`config.mk`:
```
export PLATFORM = sky130hd
export DESIGN_NAME = lock_input_conditioner
export DESIGN_NICKNAME = d
export VERILOG_FILES = /design/src/rtl/lock_input_conditioner.sv
export SDC_FILE = /design/constraint.sdc
export NUM_CORES = 1
export LEC_CHECK = 0
export ABC_AREA = 1
export BUFFER_PORTS_ARGS = -buffer_cell sky130_fd_sc_hd__buf_2
export CELL_PAD_IN_SITES_DETAIL_PLACEMENT = 1
export CELL_PAD_IN_SITES_GLOBAL_PLACEMENT = 2
export CORE_ASPECT_RATIO = 1.75
export CORE_MARGIN = 2
export CORE_UTILIZATION = 38
export CTS_CLUSTER_SIZE = 24
export DETAILED_ROUTE_END_ITERATION = 12
export PLACE_DENSITY_LB_ADDON = 0.2
export SYNTH_ARGS = -nofsm -noshare
export SYNTH_HDL_FRONTEND = slang
export SYNTH_SLANG_ARGS = --single-unit
export TNS_END_PERCENT = 10
```
`constraint.sdc`:
```
create_clock -name Clk -period 2.7 [get_ports Clk]
set_input_delay 0.405 -clock Clk [delete_from_list [all_inputs] [get_ports Clk]]
set_output_delay 0.405 -clock Clk [all_outputs]
set_load 0.005 [all_outputs]
```
`src/rtl/lock_input_conditioner.sv`:
```
// Synchronizes and debounces the lock's raw buttons and slide switches into the Clk domain.
// Key pulse / Password change lands DEBOUNCE_CYCLES+2 edges after a stable raw change; no backpressure.
module lock_input_conditioner #(
  parameter int DEBOUNCE_CYCLES = 16,
  parameter int CNT_W           = $clog2(DEBOUNCE_CYCLES)
) (
  input  logic       Clk,
  input  logic       Reset,
  input  logic       KeyRaw1,
  input  logic       KeyRaw2,
  input  logic [3:0] PasswordRaw,
  output logic       Key1,
  output logic       Key2,
  output logic [3:0] Password
);

  localparam int NCH = 6;
  localparam logic [CNT_W-1:0] CNT_MAX = CNT_W'(DEBOUNCE_CYCLES - 1);

  // Channel order: bit 0 = button 1, bit 1 = button 2, bits 5:2 = switches.
  logic [NCH-1:0] raw;
  logic [NCH-1:0] s1;
  logic [NCH-1:0] s2;
  logic [NCH-1:0] db;
  logic [1:0]     rise;

  assign raw = {PasswordRaw, KeyRaw2, KeyRaw1};

  always_ff @(posedge Clk) begin
    if (Reset) begin
      s1 <= '0;
      s2 <= '0;
    end else begin
      s1 <= raw;
      s2 <= s1;
    end
  end

  for (genvar i = 0; i < NCH; i++) begin : g_ch
    logic             db_q;
    logic [CNT_W-1:0] cnt;
    logic             differ;
    logic             expire;

    assign differ = s2[i] ^ db_q;
    assign expire = differ && (cnt == CNT_MAX);

    // Any cycle where s2 matches db restarts the count, so short bounces never land.
    always_ff @(posedge Clk) begin
      if (Reset) begin
        db_q <= 1'b0;
        cnt  <= '0;
      end else begin
        if (expire) begin
          db_q <= s2[i];
        end
        if (differ && !expire) begin
          cnt <= cnt + CNT_W'(1);
        end else begin
          cnt <= '0;
        end
      end
    end

    assign db[i] = db_q;

    if (i < 2) begin : g_key
      assign rise[i] = expire & s2[i];
    end
  end

  always_ff @(posedge Clk) begin
    if (Reset) begin
      Key1 <= 1'b0;
      Key2 <= 1'b0;
    end else begin
      Key1 <= rise[0];
      Key2 <= rise[1];
    end
  end

  assign Password = db[5:2];

endmodule

```
==> run summary, run 1 <==
vias per cell -> 4.756
Worst setup EP type -> primary output
crit-path cells -> buf_2
DR vias -> 1308
Std-Cell Core Area -> 4444 um2
clock buffer depth -> 2
slew at the pin closest to its max-slew limit -> 315.8 ps
Initial DRC Count -> 19
largest family of logic cells by synthesized area -> simple AND/OR/NAND/NOR gates
CTS tree -> built
I/O pin total -> 14
# clock sinks -> 44
CTS HTree Levels -> 2
Worst slew margin -> 78.94%
fin crit period -> 1186 ps
multiplexer share of the synthesized area -> 0%
Cell variety after synth -> 18
Worst R2R Path Depth -> 4
XOR/XNOR Fraction of Synth Area -> 2.985%
Crit. Startpoint -> g_ch[2].db_q$_SDFFE_PP0P_
power per cell area -> 616.3 nW/um2
hpwl dp -> 2.569 mm
CP startpoint kind -> flip-flop
die area -> 5215 um2
DRC -> 0
CTS-repair resized insts -> 0
Overall Power -> 1.190 mW
Area growth syn-to-layout -> 9.666%
Synth Area in Simple Gates -> 30.21%
R2R Setup Slk -> 1550 ps
Crit path depth -> 1
Worst R2R End -> g_ch[5].cnt[2]$_SDFF_PP0_
initial antenna violation count -> 0
first-pass GRT wire length -> 5.865 mm
post-synthesis compound-gate area fraction -> 0.5686%
Port Buffers -> 13
GRT Resource Usage Total -> 14.38%
YS warnings -> 0
TritonRoute pass-1 iters -> 2
starting density of the core -> 39.61%
Largest delay share family, worst path -> flip-flops
total of max-cap violations -> 0
final worst-path cycle share -> 43.93%
Clock transition at path regs -> 80 ps
CP Max Fanout -> 3
Worst setup endpoint -> Password[0]
largest net degree at the start of global routing -> 17
Yosys reg bits -> 44
fmax -> 843.1 MHz
global route overflow -> 0
syn_nets -> 224
Post-CTS Setup Inserts -> 0
Post-Synth Adder-Cell Area -> 4.264%
Leak Pwr -> 0.8397 nW
Synth Area per Inst -> 8.383 um2
Slowest-stage cell, CP -> dfxtp_1
vias in the first global route -> 1397
Antenna Cells -> 0
clock skew -> 6.947 ps
kind of critical path -> reg -> out
FP Rows -> 32
status -> complete, no violations
Max IR drop VDD -> 0.3966 mV
share of post-route cells with drive strength above 1 -> 13.39%
gpl congestion -> 0.6729
endpoints failing setup -> 0
Crit path arrival time -> 780 ps
worst r2r src -> g_ch[5].cnt[0]$_SDFF_PP0_
later-pin clock latency in the skew report -> 290 ps
most frequent cells in the layout -> 44 x dfxtp_1, 41 x nor2_1, 36 x inv_1, 35 x nand2_1
final WL -> 3.226 mm
Worst EP required -> 2300 ps
drt wl/cell -> 11.73 um
nets -> 237
setup TNS -> 0 ps
Post-CTS Hold Fix Bufs -> 0
Mapped Area -> 1760 um2
Mapped Cells -> 210
most common cell after layout, fill and taps aside -> dfxtp_1
largest stage delay on the critical path -> 360 ps
RSZ-0062 raised after global routing -> false
Slew Limit Fails -> 0
post-synthesis sequential area ratio -> 50.04%
clk root buf -> clkbuf_8
CTS buffer count -> 5
Final Hold Viols -> 0
Die X -> 55.45 um
Worst Hold Class -> in -> reg
final antenna-violating net count -> 0
Buf+Inv Stages, Crit Path -> 1
Die Ht -> 94.04 um
[cell usage after synthesis]
library cell  number  share of area, %
a21oi_1            2              0.57
nand3_2            1              0.57
buf_12             1               1.1
nor2_2             4               1.4
xnor2_1            6               3.0
inv_1             36               7.7
nand4_1            9               3.2
nor2_1            41               8.7
dfxtp_1           44                50
nor3_1             1              0.28
buf_2              1              0.28
ha_1               6               4.3
nand3_1           13               3.7
nand2_1           35               7.5
buf_6              1              0.64
inv_6              1              0.50
buf_4              4               1.7
nand4_4            4               4.8
[worst min-delay path by stage]
| stage | cells after the start | from | end | slack, ps |
|---|---|---|---|---|
| after CTS | 3 | PasswordRaw[0] | s1[2]$_SDFF_PP0_ | 310 |
| after global placement | 2 | s1[0]$_SDFF_PP0_ | s2[0]$_SDFF_PP0_ | 390 |
| after global routing | 3 | PasswordRaw[0] | s1[2]$_SDFF_PP0_ | 310 |
| after detailed placement | 2 | s1[2]$_SDFF_PP0_ | s2[2]$_SDFF_PP0_ | 400 |
| final | 3 | PasswordRaw[0] | s1[2]$_SDFF_PP0_ | 310 |
| after floorplan | 2 | s1[0]$_SDFF_PP0_ | s2[0]$_SDFF_PP0_ | 390 |
[flip-flops by register name, indices dropped and copies added (netlist names)]
signal	count
g_ch.cnt	24
g_ch.db_q	6
Key2	1
Key1	1
s1	6
s2	6
[tightest hold or removal path, cell delays in order]
cell and delay (ps):
buf_2 90, inv_1 40, nor2_1 30
[final cells by class]
class                      instances  area [um2]
clock buffer                       6       72.57
clock inverter                     2       35.03
fill                             544        2514
inverter                          37       143.9
multi-input combinational        122       669.4
sequential                        44       880.8
tap                               51       63.81
timing repair buffer              13       65.06
[per-layer routing]
metal / up-vias / track usage, % / wire, um
li1: 664 / - / -
met1: 619 / 13.44 / 1126
met2: 18 / 27.98 / 1913
met3: 7 / 3.444 / 95
met4: 0 / 7.520 / 91
met5: - / 0 / 0
[metrics by stage]
| step | std cells | utilization, % | worst slack, ps | hold WS [ps] | instance area [um2] |
|---|---|---|---|---|---|
| 3_3_place_gp | 267 | 41.02 | 1549 | 393.4 | 1823 |
| 6_report | 275 | 43.44 | 1514 | 314.1 | 1931 |
| 5_1_grt | 275 | 43.44 | 1397 | 313.3 | 1931 |
| 4_1_cts | 275 | 43.44 | 1496 | 307.9 | 1931 |
| 3_5_place_dp | 267 | 41.02 | 1480 | 395.4 | 1823 |
| 2_1_floorplan | 210 | - | 1715 | 388.3 | 1760 |
[power by group]
| group | leakage (nW) | internal [mW] | total (mW) | switching [mW] |
|---|---|---|---|---|
| sequential | 0.357 | 0.659 | 0.666 | 0.00698 |
| clock | 0.0552 | 0.275 | 0.489 | 0.215 |
| combinational | 0.427 | 0.0127 | 0.0342 | 0.0215 |
[cell families (layout without fill, tap and decap cells)]
| family | Yosys count | after routing |
|---|---|---|
| adders and majority gates | 6 | 6 |
| buffers and inverters | 44 | 58 |
| AOI/OAI and AO/OA | 2 | 2 |
| xor gates and xnor gates | 6 | 6 |
| DFF | 44 | 44 |
| and+or+nand+nor | 108 | 108 |
Note: power is estimated with default switching activity, not from simulation.
==> inputs of run 2 (changes only) <==
Settings changed: CORE_UTILIZATION 38 to 35.
Clock period 2.7 ns to 1.1 ns, I/O delays scaled along.
==> run 2 against run 1 <==
Net effect:
- clock skew down 2.2 ps
- clock power up 110%
- final cell count up 2.5%
- via count down 0.23%
- core utilization down 2.8 points
- design area up 3.0%
- critical path type is now reg -> reg
- largest power group unchanged
- highest routed layer unchanged
==> run summary, run 2 (synthesis results as in run 1) <==
status -> complete, no violations
Leak Pwr -> 0.8386 nW
Clock transition at path regs -> 80 ps
worst r2r src -> g_ch[1].cnt[1]$_SDFF_PP0_
Fillers -> 606
clock buffer depth -> 2
clock skew -> 4.784 ps
final antenna-violating net count -> 0
share of post-route cells with drive strength above 1 -> 20.18%
DRC -> 0
Final Hold Viols -> 0
Antenna Cells -> 0
hpwl dp -> 2.654 mm
CP startpoint kind -> flip-flop
vias in the first global route -> 1431
Worst Hold Class -> in -> reg
Worst EP required -> 1280 ps
Worst slew margin -> 84.92%
final worst-path cycle share -> 92.93%
Overall Power -> 2.748 mW
HP Start -> PasswordRaw[2]
total of max-cap violations -> 0
endpoints failing setup -> 0
Initial DRC Count -> 24
I/O pin total -> 14
slew at the pin closest to its max-slew limit -> 226.0 ps
CP Max Fanout -> 4
final non-filler cell total -> 282
Post-CTS Hold Fix Bufs -> 0
largest net degree at the start of global routing -> 14
fmax -> 978.2 MHz
CTS HTree Levels -> 2
vias per cell -> 4.628
DR vias -> 1305
most common cell after layout, fill and taps aside -> nor2_1
Area growth syn-to-layout -> 13.01%
Die X -> 57.61 um
starting density of the core -> 35.98%
global route overflow -> 0
Min Hold Slack -> 76.48 ps
final WL -> 3.297 mm
power per cell area -> 1381 nW/um2
nets -> 241
number of flip-flops in the largest register -> 24
GRT Resource Usage Total -> 13.08%
Std-Cell Core Area -> 4892 um2
most frequent cells in the layout -> 41 x nor2_1, 40 x dfxtp_1, 36 x inv_1, 35 x nand2_1, 13 x buf_2
Crit path arrival time -> 1210 ps
Port Buffers -> 13
gpl congestion -> 0.7086
clk root buf -> clkbuf_8
placed cells -> 273
Worst setup EP type -> flip-flop
Slew Limit Fails -> 0
Die Ht -> 97.82 um
# clock sinks -> 44
FP Rows -> 34
fin crit period -> 1022 ps
Crit. Startpoint -> g_ch[1].cnt[1]$_SDFF_PP0_
later-pin clock latency in the skew report -> 290 ps
Max IR drop VDD -> 0.7898 mV
Final WS setup -> 77.74 ps
kind of critical path -> reg -> reg
initial antenna violation count -> 0
first-pass GRT wire length -> 5.871 mm
Biggest register -> g_ch.cnt
CTS buffer count -> 5
setup TNS -> 0 ps
CTS tree -> built
die area -> 5635 um2
TritonRoute pass-1 iters -> 4
pre-CTS WS -> -4.235 ps
drt wl/cell -> 11.69 um
run 2: changes by cell type in the layout (fill, tap and decap cells not counted), moves of 3 or more:
cell / change
dfxtp_1: -4
ha_1: -4
nand3_1: -5
ha_2: +4
dfxtp_2: +3
buf_4: +4
nand3_2: +5
run 2: cell type report:
| cell class | instances | area [um2] | area share [%] |
|---|---|---|---|
| flip-flops and latches | 44 | 888.4 | 44.65 |
| clock buffers | 8 | 90.09 | 4.528 |
| multi-input cells | 122 | 704.4 | 35.41 |
| repair buffers | 17 | 95.09 | 4.780 |
| well taps | 54 | 67.56 | 3.396 |
| inverters | 37 | 143.9 | 7.233 |
run 2: layer usage:
| layer | track usage [%] | vias up | wire, um |
|---|---|---|---|
| li1 | - | 675 | - |
| met1 | 12.01 | 609 | 1150 |
| met2 | 26.05 | 17 | 2001 |
| met3 | 3.046 | 4 | 104 |
| met4 | 4.830 | 0 | 40 |
| met5 | 0 | - | 0 |
run 2: where the power goes:
part           switching, mW  internal (mW)
sequential            0.0158           1.62
clock                  0.511          0.513
combinational         0.0551         0.0363
run 2: worst max-delay path: stages (launching register included):
cell     delay (ps)
dfxtp_1         370
ha_2            210
nand3_1         140
nand3_2         150
nor2_1           50
run 2: worst paths after layout:
kind / slack (ps) / depth (start not counted) / endpoint
worst max-delay path: 80 / 4 / g_ch[1].cnt[3]$_SDFF_PP0_
worst min-delay path: 80 / 3 / s1[4]$_SDFF_PP0_
worst max register to register: 80 / 4 / g_ch[1].cnt[3]$_SDFF_PP0_
worst min register to register: 400 / 2 / s2[2]$_SDFF_PP0_
run 2: metrics by stage:
| stage | utilization (%) | instance area, um2 |
|---|---|---|
| after floorplan | - | 1760 |
| after global placement | 37.80 | 1849 |
| after detailed placement | 37.80 | 1849 |
| after CTS | 39.74 | 1944 |
| after global routing | 40.67 | 1989 |
| final | 40.67 | 1989 |
run 2: timing repair:
item                                    4_1_cts  5_1_grt
setup buffers                                 0        1
endpoints found under the setup margin        1       28
pin swaps                                     0        3
gates resized for setup                       1       13
==> inputs of run 3 (changes only) <==
Settings changed: SETUP_SLACK_MARGIN set to 0.5.
==> run 3 against run 2 <==
Net effect:
- core utilization increased by 2.9 points
- register-to-register slack improved by 80 ps
- critical path depth unchanged
- combinational power increased by 2%
- maximum frequency increased by 8.6%
- sequential power about the same
- worst setup slack improved by 81 ps
- clock power increased by 5%
- power increased by 1.5%
- non-clock buffer count increased by 3
- first-iteration DRC count decreased by 25%
- routed wire length decreased by 1.4%
- critical endpoint is now g_ch[5].cnt[2]$_SDFF_PP0_
- largest power group unchanged
==> run summary, run 3 (synthesis results as in run 1) <==
starting density of the core -> 35.98%
CTS buffer count -> 5
fmax -> 1062 MHz
Worst setup EP type -> flip-flop
power per cell area -> 1307 nW/um2
nets -> 244
placed cells -> 271
Slew Limit Fails -> 0
setup TNS -> 0 ps
Final Hold Viols -> 0
clock buffer depth -> 2
DRC -> 0
GRT Resource Usage Total -> 13.49%
final antenna-violating net count -> 0
slew at the pin closest to its max-slew limit -> 252.3 ps
Leak Pwr -> 0.8564 nW
I/O pin total -> 14
CTS HTree Levels -> 2
Port Buffers -> 13
initial antenna violation count -> 0
Min Hold Slack -> 72.81 ps
Std-Cell Core Area -> 4892 um2
most frequent cells in the layout -> 41 x nor2_1, 36 x inv_1, 34 x nand2_1, 30 x dfxtp_1, 13 x buf_2
endpoints failing setup -> 0
number of flip-flops in the largest register -> 24
vias in the first global route -> 1405
TritonRoute pass-1 iters -> 2
clk root buf -> clkbuf_8
share of post-route cells with drive strength above 1 -> 27.83%
total of max-cap violations -> 0
Fillers -> 585
FP Rows -> 34
CTS tree -> built
Max IR drop VDD -> 0.7494 mV
Buf+Inv Stages, Crit Path -> 0
RSZ-0062 raised after global routing -> true
final worst-path cycle share -> 85.58%
clock skew -> 3.733 ps
most common cell after layout, fill and taps aside -> nor2_1
Die X -> 57.61 um
hpwl dp -> 2.503 mm
crit-path cells -> ha_4 > nand3_2 > nand4_1 > nor2_1
first-pass GRT wire length -> 5.878 mm
Layout Utilization -> 43.61%
largest net degree at the start of global routing -> 16
Post-CTS Hold Fix Bufs -> 0
largest stage delay on the critical path -> 350 ps
CP startpoint kind -> flip-flop
global route overflow -> 0
Worst EP required -> 1320 ps
Crit path arrival time -> 1170 ps
DR vias -> 1311
Overall Power -> 2.789 mW
Biggest register -> g_ch.cnt
Die Ht -> 97.82 um
final WL -> 3.251 mm
drt wl/cell -> 11.45 um
Worst slew margin -> 83.16%
# clock sinks -> 44
die area -> 5635 um2
Area growth syn-to-layout -> 21.18%
vias per cell -> 4.616
kind of critical path -> reg -> reg
final non-filler cell total -> 284
later-pin clock latency in the skew report -> 290 ps
Worst Hold Class -> in -> reg
Antenna Cells -> 0
Initial DRC Count -> 18
CP Max Fanout -> 4
Clock transition at path regs -> 80 ps
Slowest-stage cell, CP -> dfxtp_4
Largest delay share family, worst path -> flip-flops
status -> complete, no violations
fin crit period -> 941.4 ps
gpl congestion -> 0.7077
run 3: path summary, 6_finish.rpt:
| kind | depth (start not counted) | from | endpoint | slack, ps |
|---|---|---|---|---|
| max reg2reg | 4 | g_ch[5].cnt[1]$_SDFF_PP0_ | g_ch[5].cnt[2]$_SDFF_PP0_ | 160 |
| max | 4 | g_ch[5].cnt[1]$_SDFF_PP0_ | g_ch[5].cnt[2]$_SDFF_PP0_ | 160 |
| min reg2reg | 2 | s1[2]$_SDFF_PP0_ | s2[2]$_SDFF_PP0_ | 410 |
| min | 3 | PasswordRaw[0] | s1[2]$_SDFF_PP0_ | 70 |
run 3: metal layers:
layer  global-route usage [%]  vias to the layer above  routed length, um
met2                    25.61                       16               1895
met4                    7.513                        0                 90
met3                    3.046                        7                109
li1                         -                      676                  -
met5                        0                        -                  0
met1                    12.46                      612               1155
run 3: layout make-up:
type                       count  area (um2)  area share, %
tap                           54       67.56          3.167
clock buffer                   7       96.34          4.516
multi-input combinational    122       799.5          37.48
inverter                      37       143.9          6.745
timing repair buffer          20       117.6          5.513
sequential                    44       908.4          42.58
run 3: through the flow:
step                      setup slack (ps)  area, um2
after global routing                 73.51       2133
after global placement               211.0       1977
after detailed placement             126.7       1977
final                                158.6       2133
after CTS                            128.6       2101
after floorplan                      252.4       1903
run 3: timing repair:
item                                    4_1_cts  5_1_grt
pin swaps                                     2        2
endpoints found under the setup margin       38       38
hold endpoints to repair                      0        0
resized for setup                             3        4
setup buffers                                 3        3
run 3: worst min-delay path: stages:
cell	delay, ps
buf_2	90
inv_1	40
nor2_1	30
run 3: power breakdown:
part / internal, mW / switching [mW] / total (mW)
Combinational: 0.0377 / 0.0551 / 0.0928
Sequential: 1.61 / 0.0187 / 1.63
Clock: 0.559 / 0.507 / 1.07
